**src/rtl/float_sub_16bit_pipe.sv**
```systemverilog
// Three-stage IEEE-754 half-precision subtractor, diff = float1 - float2, valid/ready on both sides.
// Define FPU_SUB_RNE_EN for round-to-nearest-even; otherwise the result is truncated toward zero.
package fpu_types_pkg;
    localparam int unsigned HALF_FLOAT_W    = 16;
    localparam int unsigned HALF_FRACTION_W = 10;
    localparam logic [15:0] HALF_NAN        = 16'h7E00;
    localparam logic [15:0] HALF_INF        = 16'h7C00;
    localparam logic [15:0] HALF_INFN       = 16'hFC00;
endpackage

module float_sub_16bit_pipe
    import fpu_types_pkg::*;
#(
    parameter bit SAT_OVERFLOW = 1'b0
) (
    input logic CLK,
    input logic RST,
    float_sub_16bit_pipe_if.slave io
);
    logic s1_adv, s2_adv, s3_adv, in_fire;

    logic        s1_valid_q, s1_valid_d, s1_sign_q, s1_sign_d, s1_sub_q, s1_sub_d;
    logic [4:0]  s1_exp_q, s1_exp_d;
    logic [13:0] s1_siga_q, s1_siga_d, s1_sigb_q, s1_sigb_d;
    logic        s1_spec_q, s1_spec_d, s1_inv_q, s1_inv_d, s1_negz_q, s1_negz_d;
    logic [HALF_FLOAT_W-1:0] s1_sval_q, s1_sval_d;

    logic        s2_valid_q, s2_valid_d, s2_sign_q, s2_sign_d;
    logic [4:0]  s2_exp_q, s2_exp_d;
    logic [14:0] s2_sum_q, s2_sum_d;
    logic        s2_spec_q, s2_spec_d, s2_inv_q, s2_inv_d, s2_negz_q, s2_negz_d;
    logic [HALF_FLOAT_W-1:0] s2_sval_q, s2_sval_d;

    logic        s3_valid_q, s3_valid_d, s3_inv_q, s3_inv_d, s3_ovf_q, s3_ovf_d;
    logic [HALF_FLOAT_W-1:0] s3_diff_q, s3_diff_d;

    // S1 working signals
    logic [14:0] mag1, mag2, mag_a, mag_b;
    logic        sign2_eff, swap, sign_a, sign_b;
    logic [4:0]  exp_a, exp_b, exp_dist;
    logic [3:0]  sh_b;
    logic [10:0] sig_a, sig_b;
    logic [24:0] wide_b;
    logic        nan1, nan2, inf1, inf2, zero1, zero2;

    // S3 working signals
    logic [3:0]  lzc;
    logic [4:0]  lim, shamt;
    logic [6:0]  exp_n, efield;
    logic [10:0] mant;
    logic        rnd, ovf;
    logic [16:0] packed_r;
`ifdef FPU_SUB_RNE_EN
    logic [13:0] norm;
`endif

    always_comb begin
        s3_adv      = s3_valid_q & io.out_ready;
        s2_adv      = s2_valid_q & (!s3_valid_q | s3_adv);
        s1_adv      = s1_valid_q & (!s2_valid_q | s2_adv);
        io.in_ready = !s1_valid_q | s1_adv;
        in_fire     = io.in_valid & io.in_ready;
        s1_valid_d  = in_fire | (s1_valid_q & !s1_adv);
        s2_valid_d  = s1_adv  | (s2_valid_q & !s2_adv);
        s3_valid_d  = s2_adv  | (s3_valid_q & !s3_adv);
        io.out_valid = s3_valid_q;
        io.diff      = s3_diff_q;
        io.invalid   = s3_inv_q;
        io.overflow  = s3_ovf_q;
    end

    // S1: unpack, order by magnitude, align B with guard/round/sticky
    always_comb begin
        mag1      = io.float1[14:0];
        mag2      = io.float2[14:0];
        sign2_eff = ~io.float2[15];
        swap      = mag2 > mag1;
        mag_a     = swap ? mag2 : mag1;
        mag_b     = swap ? mag1 : mag2;
        sign_a    = swap ? sign2_eff : io.float1[15];
        sign_b    = swap ? io.float1[15] : sign2_eff;
        exp_a     = (mag_a[14:10] == 5'd0) ? 5'd1 : mag_a[14:10];
        exp_b     = (mag_b[14:10] == 5'd0) ? 5'd1 : mag_b[14:10];
        sig_a     = {|mag_a[14:10], mag_a[HALF_FRACTION_W-1:0]};
        sig_b     = {|mag_b[14:10], mag_b[HALF_FRACTION_W-1:0]};
        exp_dist  = exp_a - exp_b;
        // distances past 14 only feed sticky, so clamping keeps every bit of B inside wide_b
        sh_b      = (exp_dist > 5'd14) ? 4'd14 : exp_dist[3:0];
        wide_b    = {sig_b, 14'b0} >> sh_b;

        nan1  = (&io.float1[14:10]) &  (|io.float1[9:0]);
        nan2  = (&io.float2[14:10]) &  (|io.float2[9:0]);
        inf1  = (&io.float1[14:10]) & ~(|io.float1[9:0]);
        inf2  = (&io.float2[14:10]) & ~(|io.float2[9:0]);
        zero1 = ~(|io.float1[14:0]);
        zero2 = ~(|io.float2[14:0]);

        s1_sign_d = s1_sign_q;
        s1_sub_d  = s1_sub_q;
        s1_exp_d  = s1_exp_q;
        s1_siga_d = s1_siga_q;
        s1_sigb_d = s1_sigb_q;
        s1_spec_d = s1_spec_q;
        s1_inv_d  = s1_inv_q;
        s1_sval_d = s1_sval_q;
        s1_negz_d = s1_negz_q;
        if (in_fire) begin
            s1_sign_d = sign_a;
            s1_sub_d  = sign_a ^ sign_b;
            s1_exp_d  = exp_a;
            s1_siga_d = {sig_a, 3'b000};
            s1_sigb_d = {wide_b[24:12], |wide_b[11:0]};
            s1_negz_d = zero1 & zero2 & io.float1[15] & ~io.float2[15];
            s1_spec_d = 1'b1;
            s1_inv_d  = 1'b0;
            s1_sval_d = '0;
            if (nan1 | nan2 | (inf1 & inf2 & (io.float1[15] == io.float2[15]))) begin
                s1_inv_d  = 1'b1;
                s1_sval_d = HALF_NAN;
            end else if (inf1) begin
                s1_sval_d = io.float1[15] ? HALF_INFN : HALF_INF;
            end else if (inf2) begin
                s1_sval_d = io.float2[15] ? HALF_INF : HALF_INFN;
            end else begin
                s1_spec_d = 1'b0;
            end
        end
    end

    // S2: magnitude add or subtract; A >= B so the difference is never negative
    always_comb begin
        s2_sign_d = s2_sign_q;
        s2_exp_d  = s2_exp_q;
        s2_sum_d  = s2_sum_q;
        s2_spec_d = s2_spec_q;
        s2_inv_d  = s2_inv_q;
        s2_sval_d = s2_sval_q;
        s2_negz_d = s2_negz_q;
        if (s1_adv) begin
            s2_sign_d = s1_sign_q;
            s2_exp_d  = s1_exp_q;
            s2_sum_d  = s1_sub_q ? ({1'b0, s1_siga_q} - {1'b0, s1_sigb_q})
                                 : ({1'b0, s1_siga_q} + {1'b0, s1_sigb_q});
            s2_spec_d = s1_spec_q;
            s2_inv_d  = s1_inv_q;
            s2_sval_d = s1_sval_q;
            s2_negz_d = s1_negz_q;
        end
    end

    // S3: normalize, round, pack, resolve specials
    always_comb begin
        lzc = 4'd14;
        for (int unsigned i = 0; i < 14; i++) begin
            if (s2_sum_q[i]) lzc = 4'(13 - i);
        end
        lim   = s2_exp_q - 5'd1;
        shamt = ({1'b0, lzc} < lim) ? {1'b0, lzc} : lim;
        exp_n = s2_sum_q[14] ? ({2'b0, s2_exp_q} + 7'd1) : ({2'b0, s2_exp_q} - {2'b0, shamt});
`ifdef FPU_SUB_RNE_EN
        norm  = s2_sum_q[14] ? {s2_sum_q[14:2], |s2_sum_q[1:0]} : (s2_sum_q[13:0] << shamt);
        mant  = norm[13:3];
        rnd   = norm[2] & (norm[1] | norm[0] | norm[3]);
`else
        mant  = s2_sum_q[14] ? s2_sum_q[14:4] : 11'((s2_sum_q[13:0] << shamt) >> 3);
        rnd   = 1'b0;
`endif
        // a rounding carry ripples from the fraction into the exponent field, renormalizing for free
        efield   = mant[10] ? exp_n : 7'd0;
        packed_r = {efield, mant[9:0]} + {16'b0, rnd};
        ovf      = packed_r[16:10] >= 7'd31;

        s3_diff_d = s3_diff_q;
        s3_inv_d  = s3_inv_q;
        s3_ovf_d  = s3_ovf_q;
        if (s2_adv) begin
            s3_inv_d = 1'b0;
            s3_ovf_d = 1'b0;
            if (s2_spec_q) begin
                s3_diff_d = s2_sval_q;
                s3_inv_d  = s2_inv_q;
            end else if (s2_sum_q == 15'd0) begin
                s3_diff_d = s2_negz_q ? 16'h8000 : 16'h0000;
            end else if (ovf) begin
                s3_ovf_d  = 1'b1;
                if (SAT_OVERFLOW) s3_diff_d = {s2_sign_q, 15'h7BFF};
                else              s3_diff_d = s2_sign_q ? HALF_INFN : HALF_INF;
            end else begin
                s3_diff_d = {s2_sign_q, packed_r[14:0]};
            end
        end
    end

    always_ff @(posedge CLK or posedge RST) begin
        if (RST) begin
            s1_valid_q <= 1'b0; s2_valid_q <= 1'b0; s3_valid_q <= 1'b0;
            s1_sign_q <= 1'b0; s1_sub_q <= 1'b0; s1_exp_q <= '0;
            s1_siga_q <= '0; s1_sigb_q <= '0; s1_spec_q <= 1'b0;
            s1_inv_q <= 1'b0; s1_sval_q <= '0; s1_negz_q <= 1'b0;
            s2_sign_q <= 1'b0; s2_exp_q <= '0; s2_sum_q <= '0;
            s2_spec_q <= 1'b0; s2_inv_q <= 1'b0; s2_sval_q <= '0; s2_negz_q <= 1'b0;
            s3_diff_q <= '0; s3_inv_q <= 1'b0; s3_ovf_q <= 1'b0;
        end else begin
            s1_valid_q <= s1_valid_d; s2_valid_q <= s2_valid_d; s3_valid_q <= s3_valid_d;
            s1_sign_q <= s1_sign_d; s1_sub_q <= s1_sub_d; s1_exp_q <= s1_exp_d;
            s1_siga_q <= s1_siga_d; s1_sigb_q <= s1_sigb_d; s1_spec_q <= s1_spec_d;
            s1_inv_q <= s1_inv_d; s1_sval_q <= s1_sval_d; s1_negz_q <= s1_negz_d;
            s2_sign_q <= s2_sign_d; s2_exp_q <= s2_exp_d; s2_sum_q <= s2_sum_d;
            s2_spec_q <= s2_spec_d; s2_inv_q <= s2_inv_d; s2_sval_q <= s2_sval_d; s2_negz_q <= s2_negz_d;
            s3_diff_q <= s3_diff_d; s3_inv_q <= s3_inv_d; s3_ovf_q <= s3_ovf_d;
        end
    end
endmodule
```
**src/rtl/float_sub_16bit_pipe_if.sv**
```systemverilog
// Handshake/data bundle for float_sub_16bit_pipe: operand pair in, difference and flags out.
// master drives operands and out_ready; slave is the subtractor.
interface float_sub_16bit_pipe_if;
    logic        in_valid;
    logic        in_ready;
    logic [15:0] float1;
    logic [15:0] float2;
    logic        out_valid;
    logic        out_ready;
    logic [15:0] diff;
    logic        invalid;
    logic        overflow;

    modport master (
        output in_valid, float1, float2, out_ready,
        input  in_ready, out_valid, diff, invalid, overflow
    );

    modport slave (
        input  in_valid, float1, float2, out_ready,
        output in_ready, out_valid, diff, invalid, overflow
    );
endinterface

```
**src/flat_wrapper.sv**
```systemverilog
// flat-port wrapper written by rule: the top's interface ports become plain ports
module float_sub_16bit_pipe_flat import fpu_types_pkg::*;
#(
    parameter bit SAT_OVERFLOW = 1'b0
)
  (CLK, RST, io_in_valid, io_float1, io_float2, io_out_ready, io_in_ready, io_out_valid, io_diff, io_invalid, io_overflow);
  float_sub_16bit_pipe_if io_i ();
  input logic CLK;
  input logic RST;
  input wire logic [$bits(io_i.in_valid)-1:0] io_in_valid;
  input wire logic [$bits(io_i.float1)-1:0] io_float1;
  input wire logic [$bits(io_i.float2)-1:0] io_float2;
  input wire logic [$bits(io_i.out_ready)-1:0] io_out_ready;
  output wire logic [$bits(io_i.in_ready)-1:0] io_in_ready;
  output wire logic [$bits(io_i.out_valid)-1:0] io_out_valid;
  output wire logic [$bits(io_i.diff)-1:0] io_diff;
  output wire logic [$bits(io_i.invalid)-1:0] io_invalid;
  output wire logic [$bits(io_i.overflow)-1:0] io_overflow;
  assign io_i.in_valid = io_in_valid;
  assign io_i.float1 = io_float1;
  assign io_i.float2 = io_float2;
  assign io_i.out_ready = io_out_ready;
  assign io_in_ready = io_i.in_ready;
  assign io_out_valid = io_i.out_valid;
  assign io_diff = io_i.diff;
  assign io_invalid = io_i.invalid;
  assign io_overflow = io_i.overflow;
  float_sub_16bit_pipe #(.SAT_OVERFLOW(SAT_OVERFLOW)) u_core (.CLK(CLK), .RST(RST), .io(io_i));
endmodule
```
**config.mk**
```make
export PLATFORM = sky130hd
export DESIGN_NAME = float_sub_16bit_pipe_flat
export DESIGN_NICKNAME = d
export VERILOG_FILES = /design/src/rtl/float_sub_16bit_pipe.sv /design/src/rtl/float_sub_16bit_pipe_if.sv /design/src/flat_wrapper.sv
export SDC_FILE = /design/constraint.sdc
export NUM_CORES = 1
export LEC_CHECK = 0
export CAP_MARGIN = 20
export CORE_UTILIZATION = 30
export CTS_CLUSTER_DIAMETER = 80
export CTS_CLUSTER_SIZE = 24
export DETAILED_ROUTE_END_ITERATION = 8
export PLACE_DENSITY_LB_ADDON = 0.25
export SYNTH_ARGS = -nofsm -noshare
export SYNTH_HDL_FRONTEND = slang
export SYNTH_SLANG_ARGS = --single-unit
```
**constraint.sdc**
```tcl
create_clock -name CLK -period 5.75 [get_ports CLK]
set_input_delay 0.575 -clock CLK [delete_from_list [all_inputs] [get_ports CLK]]
set_output_delay 0.575 -clock CLK [all_outputs]
set_load 0.01 [all_outputs]
```
# [After elaboration in Yosys (flattened, before gate mapping)]
# Cells that the tools add are included.
[word_totals] regBits=112 wordCells=127 in_bits=36 out_inout_bits=20
[classes] n_addsub=6 n_shift=2 n_eq_ne=1 bitwise=30 reduce_logical=18 n_lt_le_gt_ge=4 muxes=44
[ops] operator="$mux 16" count=10
[ops] operator="$mux 4" count=14
[ops] operator="$mux 15" count=3
[ops] operator="$reduce_or 15->1" count=2
[ops] operator="$shr 25x4->25" count=1
[ops] operator="$reduce_or 10->1" count=2
[ops] operator="$and 1x1->1" count=16
[ops] operator="$add 14x14->15" count=1
[ops] operator="$gt 15x15->1" count=1
[ops] operator="$logic_not 15->1" count=1
[ops] operator="$mux 5" count=3
[ops] operator="$sub 14x14->15" count=1
[ops] operator="$mux 7" count=2
[ops] operator="$shl 14x5->14" count=1
[ops] operator="$reduce_or 12->1" count=1
[ops] operator="$mux 11" count=1
[ops] operator="$logic_not 5->1" count=2
[ops] operator="$mux 1" count=10
[ops] operator="$reduce_and 5->1" count=2
[ops] operator="$reduce_or 5->1" count=2
[ops] operator="$or 1x1->1" count=8
[ops] operator="$ge 7x5->1 const B" count=1
[ops] operator="$add 5x1->6 const B" count=1
[ops] operator="$logic_not 1->1" count=6
[ops] operator="9 further kinds" count=13

# [Depth between registers and ports, before layout]
# Gate-level depths: netlist of the first run.
[logic_depth] ltp_word=23 depth_mapped=27 mapped_depth_nobuf=22

# [Worst setup path before layout of the first run]
# No wires, ideal clock.
[synth_path] kind="in2reg" start="in io_float1[10]" end="reg u_core.s1_sigb_q[3]" setup_time_ps=83 arrival_ps=6060 n_path_buf=4 stages=25 slack_ps=-393 cell_sequence="inv_1 -> ha_1 -> nand3_1 -> or4_1 -> mux2i_1 -> a21o_1 -> buf_2 -> buf_2 -> buf_2 -> mux2i_1 -> nand4_1 -> and3_1 -> ha_1 -> fa_1 -> nand2b_1 -> a21boi_0 -> or3_1 -> clkbuf_1 -> a21oi_1 -> nand2_1 -> mux2i_1 -> nor2_1 -> o21a_1 -> o32a_1 -> o21ai_0"
[synth_between] elab_chain_len=8 word_cells_on_any_way=12
[synth_rtl] element="start: declaration" line_no="flat_wrapper.sv:11" source="input wire logic [$bits(io_i.float1)-1:0] io_float1;"
[synth_rtl] element="$gt 15x15->1" line_no="float_sub_16bit_pipe.sv:77" source="swap = mag2 > mag1;"
[synth_rtl] element="$mux 15 (on tied branches)" line_no="float_sub_16bit_pipe.sv:78, float_sub_16bit_pipe.sv:79"
[synth_rtl] element="$logic_not 5->1 (on tied branches)" line_no="float_sub_16bit_pipe.sv:82, float_sub_16bit_pipe.sv:83"
[synth_rtl] element="$mux 5 (on tied branches)" line_no="float_sub_16bit_pipe.sv:82, float_sub_16bit_pipe.sv:83"
[synth_rtl] element="$sub 5x5->5" line_no="float_sub_16bit_pipe.sv:86" source="exp_dist = exp_a - exp_b;"
[synth_rtl] element="$gt 5x4->1" line_no="float_sub_16bit_pipe.sv:88" source="sh_b = (exp_dist > 5'd14) ? 4'd14 : exp_dist[3:0];"
[synth_rtl] element="$mux 4" line_no="float_sub_16bit_pipe.sv:88"
[synth_rtl] element="$shr 25x4->25 (*)" line_no="float_sub_16bit_pipe.sv:89" source="wide_b = {sig_b, 14'b0} >> sh_b;"
[synth_rtl] element="end signal: assignment" line_no="float_sub_16bit_pipe.sv:206" source="s1_siga_q <= s1_siga_d; s1_sigb_q <= s1_sigb_d; s1_spec_q <= s1_spec_d;"
[synth_rtl] element="end: declaration" line_no="float_sub_16bit_pipe.sv:24" source="logic [13:0] s1_siga_q, s1_siga_d, s1_sigb_q, s1_sigb_d;"
# Every way passes the cells marked *; elsewhere a longest branch is shown, timed or not.
# A chain may end at the register's enable or synchronous reset.

# [Worst setup path after layout of the first run]
[layout_path] start="in io_float1[8]" end="reg u_core.s1_sigb_q[1]"
# The elaborated chain is that of the path after synthesis.

==> results.md, run 1 <==
* Status: finished, final reports clean
* Wire per inst at about 16 um
* Synth Flop Type: dfrtp_1
* Core ar. at 23610 um^2
* Reg clk slew, reported paths at roughly 0.060 ns
* P_leak at 0.004227 uW
* Max-cap viol count at 0
* Placement Cell Area at 8939 um^2
* Initial Utilization at 0.3076
* Fin. Hold Viols at 0
* Yosys top cell area share at 0.2825
* Worst VDD drop at ~190 uV
* TritonCTS buffer count at 9
* Max H-tree Level at 3
* Clk_skew at 0.008188 ns
* Clock group share of total power at 0.140
* Part of the power in combinational logic at 0.656
* Ranking of synthesized cells by area: dfrtp_1, ha_1, nand2_1
* Tmin final at approximately 5.6 ns
* Pwr Density at roughly 480 nW/um^2
* CTS Buffer Depth at 2
* Final ANT Viol Nets at 0
* Area of the multi-input gates at 5090 um^2
* Worst-path fanout max at 5
* GR Util All Layers at 0.1820
* TNS Setup at 0 ns
* Fin area at 9659 um^2
* Vias per inst at 5.171
* First-pass GRT wire length at 35.66 mm
* Setup WS post-layout at 0.1287 ns
* Clock latency on the worst-skew pair at 0.35 ns
* DR vias at 7239
* # setup viols final at 0
* Syn Inst Count at slightly above 900
* Hold Crit Class: reg -> reg
* Flops & latches, synth at 82
* Seq pwr share at 0.205
* Syn. warnings at 0
* CP dominant cell by count: mux2i_2
* IO Port Bufs at 55
* Crit-path max cell delay at 0.54 ns
* Share of layout cells above drive strength 1 at 0.1980
* Cell Area, Synth at 7263 um^2
* Sw Share at 0.4592
* Final wirelength at 22.18 mm
* Initial DRC Count at 410
* Num rows at 56
* Largest net degree at the start of global routing at 83
* Hold slack at between 0.4 and 0.5 ns
* Sequential-to-total area share from yosys stat at 0.2825
* Cell-internal power at between 2000 and 2500 uW
* Arr. time, crit path at just under 6 ns
* Largest area contributor in the netlist: dfrtp_1
* Storage cell area at 2052 um^2
* Clock sink count at 82
* Fin crit share at 0.9776
* Post-synth EDFFs at 0
* Fmax at about 180 MHz
* Area grow syn2layout at 32.99%
* Post-synth cell types at 76
* CTS tree: done
* I/O pin total at 56
* P_sw at around 2100 uW
* HPWL Detailed at 17.16 mm
* Filler cell count at approximately 2400
* CTS Root Buffer Type: clkbuf_16
* Crit Path Class: in -> reg
* WP data required at a little under 6 ns
* Place WS at -0.4509 ns
* Residual DRC count at 0
* Startpoint Class: primary input
* Number of global-route vias before repair at 6938
* Antenna cells at 0
* Post-synth ARST share at 1.000
* Antenna violations before repair at 0
* Slew HR at 0.3302
* Max Slew Vio Count at 0
* Synthesized area per cell at about 7.8 um^2
* Worst path slowest cell: or4_4
* Worst-margin pin slew at 1.002 ns
* Die ar. at 24840 um^2
* Placer Congestion at 0.9097
* Pre-antenna DRT Iters at 5
* Syn_nets at a little over 1000
* Die Height at 157.6 um
* Die Wd at around 160 um
* Global route overflow at 0
* Number of nets in the layout at 1166
* Setup crit end kind: flop
-- synthesized netlist by cell type, types with 4 or more instances --
cell and n:
inv_1 61, a32o_1 9, and3_1 7, or3_1 6, buf_1 4, dfrtp_1 82
o21a_1 8, ha_1 51, a311oi_1 6, nand2b_1 15, nor2_1 74, a221oi_1 10
o21ai_0 68, mux2_2 8, nand2_1 143, clkbuf_1 29, mux2i_1 39, a2111oi_0 4
or2_2 5, nand3_1 22, o211ai_1 7, a31oi_1 23, a21boi_0 5, nor3_1 28
and2_1 6, nor4_1 14, xor2_1 5, a21oi_1 54, nand4_1 10, o31ai_1 4
nor2b_1 6, xnor2_1 18, a21o_1 5, a211oi_1 16, o22ai_1 12, buf_2 9
-- final timing paths --
check                               startpoint             endpoint  slack [ns]  cells after the start
max                               io_float1[8]  u_core.s1_sigb_q[1]        0.13                     26
min in group asynchronous                  RST     u_core.s2_negz_q        0.53                      3
max reg2reg                u_core.s2_sum_q[11]    u_core.io.diff[5]        0.52                     18
min                           u_core.s2_sign_q     u_core.s2_sign_q        0.48                      2
min reg2reg                   u_core.s2_sign_q     u_core.s2_sign_q        0.48                      2
max in group asynchronous                  RST  u_core.s1_sigb_q[7]        4.64                      4
-- through the flow --
step                      std cells  utilization  power (uW)
final                          1400       0.4091        4612
after global routing           1400       0.4091        5027
after CTS                      1393       0.3926        4490
after detailed placement       1377       0.3786        3823
after global placement         1377       0.3786        3813
after floorplan                 933            -        2947
-- final cells by class --
cell class | instances | share of cell area
repair buffers | 180 | 0.1605
multi-input cells | 740 | 0.5269
clock inverters | 7 | 0.01088
clock buffers | 9 | 0.02332
inverters | 63 | 0.02461
well taps | 319 | 0.04132
flip-flops and latches | 82 | 0.2124
-- layout by cell type (no fill, tap or decap), drive strengths merged, types with 14 or more instances in the layout --
cell / Yosys / layout
nand2: 143 / 143
a211oi: 16 / 16
o21ai: 71 / 71
xnor2: 18 / 18
a31oi: 24 / 24
clkdlybuf4s50: 0 / 55
nand3: 22 / 22
dfrtp: 82 / 82
nor3: 29 / 29
nand2b: 15 / 15
mux2i: 39 / 39
a21oi: 54 / 54
ha: 51 / 51
inv: 62 / 65
nor4: 14 / 14
buf: 18 / 124
nor2: 75 / 75
-- worst max-delay path, delay by kind of cell --
family          cells  cell delay [ns]
compound gates      6             1.07
fa+ha+maj           3             0.88
buf+inv             6             1.08
mux                 4             0.87
simple gates        7             1.36
-- power groups by stage --
stage | Combinational, uW | Sequential [uW] | Clock (uW)
2_1_floorplan | 2070 | 881 | 0
3_3_place_gp | 2860 | 949 | 0
3_5_place_dp | 2870 | 953 | 0
4_1_cts | 2890 | 941 | 664
5_1_grt | 3370 | 971 | 683
6_report | 3020 | 943 | 645
-- sequential cells by signal (all words and copies together) (netlist names) --
name / flops
u_core.s1_sigb_q: 14
u_core.s1_siga_q: 11
u_core.s1_exp_q: 5
u_core.s1_sval_q: 3
u_core.s2_sign_q: 1
u_core.s1_valid_q: 1
u_core.s1_negz_q: 1
u_core.io.diff: 16
u_core.s2_sum_q: 15
u_core.s1_sign_q: 1
u_core.s1_sub_q: 1
u_core.s2_negz_q: 1
u_core.io.invalid: 1
u_core.io.out_valid: 1
u_core.s2_sval_q: 3
u_core.io.overflow: 1
u_core.s2_valid_q: 1
u_core.s2_exp_q: 5
-- cell families after synthesis --
kind of cell | Yosys count | synth area share
buffers and inverters | 111 | 0.06322
and+or+nand+nor | 350 | 0.2227
muxes | 47 | 0.06615
AOI/OAI and AO/OA | 263 | 0.2382
other | 1 | 0.0005163
xor gates and xnor gates | 23 | 0.02773
DFF | 82 | 0.2825
adders and majority gates | 56 | 0.09888
-- layer usage --
layer	global-route usage	part of all wire	routed length (um)	up-vias
met3	0.01998	0.033	736	22
met5	0	0	0	-
li1	-	-	-	3654
met4	0.05825	0.016	347	0
met2	0.3072	0.48	10580	161
met1	0.2420	0.47	10510	3402
-- repair_timing --
action,in CTS,in global routing
hold buffers,0,0
endpoints found under the hold margin,0,0
gates cloned,0,1
endpoints found under the setup margin,3,22
setup buffers,0,5
gates resized for setup,1,58
pin swaps,0,14
(Power assumes the default switching activity.)
==> inputs of run 2 (changes only) <==
--- a/config.mk
+++ b/config.mk
@@ -10,7 +10,6 @@
 export CTS_CLUSTER_DIAMETER = 80
 export CTS_CLUSTER_SIZE = 24
 export DETAILED_ROUTE_END_ITERATION = 8
-export PLACE_DENSITY_LB_ADDON = 0.25
 export SYNTH_ARGS = -nofsm -noshare
 export SYNTH_HDL_FRONTEND = slang
 export SYNTH_SLANG_ARGS = --single-unit
==> run 2 against run 1 <==
Clock power decreased by 7.6%. Routed wire length decreased by 1.6%. Clock skew increased by 0.0034 ns. Design area decreased by 0.19%. Worst hold slack got worse by 0.0012 ns. Sequential share of layout area about the same. Sequential power increased by 1%. Non-clock buffer count decreased by 3. Via count increased by 1.4%. Die area unchanged. Core utilization decreased by 0.079 points. Largest cell class unchanged. Largest power group unchanged.
==> results.md, run 2 (synthesized netlist as in run 1, its figures left out) <==
* Num rows at 56 (unchanged)
* Antenna cells at 0 (unchanged)
* Buf/Inv on CP at 3 (-3)
* Share of layout cells above drive strength 1 at 0.1957 (-0.002232)
* Met1 Routed Length at 10.26 mm (-2.4%)
* Clock sink count at 82 (unchanged)
* Placed Cells at 1372 (-0.36%)
* Number of nets in the layout at 1163 (-0.26%)
* Clock group share of total power at 0.131 (-0.009)
* Largest net degree at the start of global routing at 83 (unchanged)
* Vias per inst at 5.252 (+1.6%)
* TNS Setup at 0 ns (unchanged)
* Cell-internal power at 2444 uW (-2.0%)
* Pwr Density at 471.8 nW/um^2 (-1.2%)
* Fmax at 180.6 MHz (+1.5%)
* Crit-path max cell delay at 0.53 ns (about the same)
* Seq pwr share at 0.209 (+0.004)
* Worst-margin pin slew at 0.9620 ns (-0.04029 ns)
* IO Port Bufs at 55 (unchanged)
* Hold Crit Class: reg -> reg
* Max Slew Vio Count at 0 (unchanged)
* Critical R2R Launch: u_core.s2_sum_q[10]
* GR Util All Layers at 0.1806 (-0.001327)
* Max H-tree Level at 3 (unchanged)
* Worst VDD drop at 202.8 uV (+8.3%)
* CTS tree: done
* Antenna violations before repair at 0 (unchanged)
* Global route overflow at 0 (unchanged)
* Final wirelength at 21.83 mm (-1.6%)
* CTS Root Buffer Type: clkbuf_16
* Wire per inst at 15.62 um (-1.4%)
* Hold slack at 0.4742 ns (-0.001168 ns)
* Final Non-Filler Cells at 1397 (-0.21%)
* Status: finished, final reports clean
* Post-layout power at 4548 uW (-1.4%)
* Clock latency on the worst-skew pair at 0.35 ns (about the same)
* I/O pin total at 56 (unchanged)
* Placer Congestion at 0.9082 (-0.16%)
* Sw Share at 0.4626 (+0.003401)
* CTS Buffer Depth at 2 (unchanged)
* Filler cell count at 2430 (-0.78%)
* Fin crit share at 0.9628 (-0.01482)
* Clk_skew at 0.01154 ns (+0.003353 ns)
* Part of the power in combinational logic at 0.659 (+0.003)
* Area of the multi-input gates at 5104 um^2 (+0.27%)
* Max-cap viol count at 0 (unchanged)
* # setup viols final at 0 (unchanged)
* Pre-antenna DRT Iters at 5 (unchanged)
* Worst Hold Launch: u_core.s1_exp_q[4]
* Post-Route Utilization at 0.4083 (-0.0007950)
* Worst path slowest cell: or4_4
* Die Height at 157.6 um (unchanged)
* Most frequent cells in the layout: nand2_1, buf_4, dfrtp_1
* P_sw at 2104 uW (-0.64%)
* Final ANT Viol Nets at 0 (unchanged)
* Tmin final at 5.536 ns (-0.08520 ns)
* P_leak at 0.004272 uW (+1.1%)
* Initial Utilization at 0.3076 (unchanged)
* DR vias at 7337 (+1.4%)
* Crit Path Class: in -> reg
* TritonCTS buffer count at 9 (unchanged)
* Slew HR at 0.3571 (+0.02692)
* Fin. Hold Viols at 0 (unchanged)
* HPWL Detailed at 16.76 mm (-2.4%)
* Storage cell area at 2052 um^2 (unchanged)
* Metal2 WL at 10.43 mm (-1.4%)
* Reg clk slew, reported paths at 0.07 ns (about the same)
* Crit path launch: io_float2[9]
* WP data required at 5.97 ns (+0.02 ns)
* Top Metal Used: met4
* First-pass GRT wire length at 35.59 mm (-0.19%)
* Critical path cell sequence: clkdlybuf4s50_1, ha_4, nand3_2, or4_4, mux2i_2, a21o_1, buf_12, mux2i_4, nand4_1, and3_4, ha_2, fa_2, nand2b_4, a21boi_4, or3_1, buf_4, a21oi_4, a221oi_2, a21oi_1, mux2_2, a22oi_1, a211o_1, o21ai_0
* Number of global-route vias before repair at 7140 (+2.9%)
* Area grow syn2layout at 32.73%
* Cell family with most CP delay: compound AO/OA/AOI/OAI gates
* Most common cell after layout, fill and taps aside: nand2_1
* Worst-path fanout max at 5 (unchanged)
* Core ar. at 23610 um^2 (unchanged)
* Residual DRC count at 0 (unchanged)
* Initial DRC Count at 449 (+9.5%)
* Die ar. at 24840 um^2 (unchanged)
* Routed wl met3 at 694 um (-5.7%)
* Max FFs per register at 16 (unchanged)
* Hold-fix buffers at CTS at 0 (unchanged)
* Die Wd at 157.6 um (unchanged)
* Arr. time, crit path at 5.75 ns (-0.07 ns)
* Startpoint Class: primary input
* Setup crit end kind: flop
-- run 2: changes by cell type in the layout (fill, tap and decap cells not counted), sizes merged --
cell,change
buf,-3
clkinvlp,-1
bufinv,-1
clkbuf,+1
dlymetal6s2s,+9
clkinv,+1
clkdlybuf4s50,-9
-- run 2: repair_timing --
item | 4_1_cts | 5_1_grt
gates cloned | 0 | 1
gates resized for setup | 1 | 63
setup buffers | 0 | 7
pin swaps | 0 | 12
setup endpoints to repair | 5 | 22
-- run 2: path summary, 6_finish.rpt --
| kind | end | slack, ns | depth (start not counted) |
|---|---|---|---|
| hold reg to reg | u_core.s2_exp_q[4] | 0.47 | 2 |
| min in group asynchronous | u_core.s2_sval_q[15] | 0.59 | 3 |
| setup reg to reg | u_core.io.diff[0] | 0.41 | 18 |
| setup / recovery | u_core.s1_sigb_q[1] | 0.21 | 23 |
| max in group asynchronous | u_core.s1_sigb_q[3] | 4.56 | 4 |
| hold / removal | u_core.s2_exp_q[4] | 0.47 | 2 |
-- run 2: through the flow --
stage,setup slack [ns],cell area [um^2]
after floorplan,0.01842,7320
after global placement,-0.3189,8901
after detailed placement,-0.4512,8901
after CTS,0.01627,9204
after global routing,-0.02739,9641
final,0.2139,9641
-- run 2: area by class of cell --
| cell class | instances | area share |
|---|---|---|
| multi-input combinational | 740 | 0.5294 |
| sequential | 82 | 0.2128 |
| timing repair buffer | 177 | 0.1604 |
| tap | 319 | 0.04140 |
| inverter | 63 | 0.02466 |
| clock buffer | 10 | 0.02375 |
| clock inverter | 6 | 0.007528 |
-- run 2: power groups by stage --
| stage | Clock, uW | Combinational (uW) | Sequential, uW |
|---|---|---|---|
| global route | 633 | 3320 | 976 |
| detailed placement | 0 | 2840 | 963 |
| floorplan | 0 | 2070 | 881 |
| finish | 596 | 3000 | 953 |
| global placement | 0 | 2820 | 957 |
| CTS | 610 | 2850 | 951 |
-- run 2: worst reg2reg max path: stages, from the launching register on --
cell and delay (ns):
dfrtp_1 0.47, nor4_2 0.33, and3_1 0.29, ha_1 0.30, a21oi_1 0.19, nand2_1 0.15, o21ai_0 0.29, a21oi_1 0.15
or2_1 0.30, fa_1 0.45, xor2_1 0.17, mux2i_1 0.22, nand2_1 0.16, or4b_2 0.64, o2111ai_1 0.25, nor2_1 0.08
a31oi_1 0.29, o221ai_4 0.24, a32o_1 0.28
-- run 2: layer usage --
| metal | vias to the layer above | global-route usage |
|---|---|---|
| li1 | 3641 | - |
| met1 | 3504 | 0.2349 |
| met5 | - | 0 |
| met3 | 31 | 0.02272 |
| met4 | 0 | 0.06149 |
| met2 | 161 | 0.3076 |
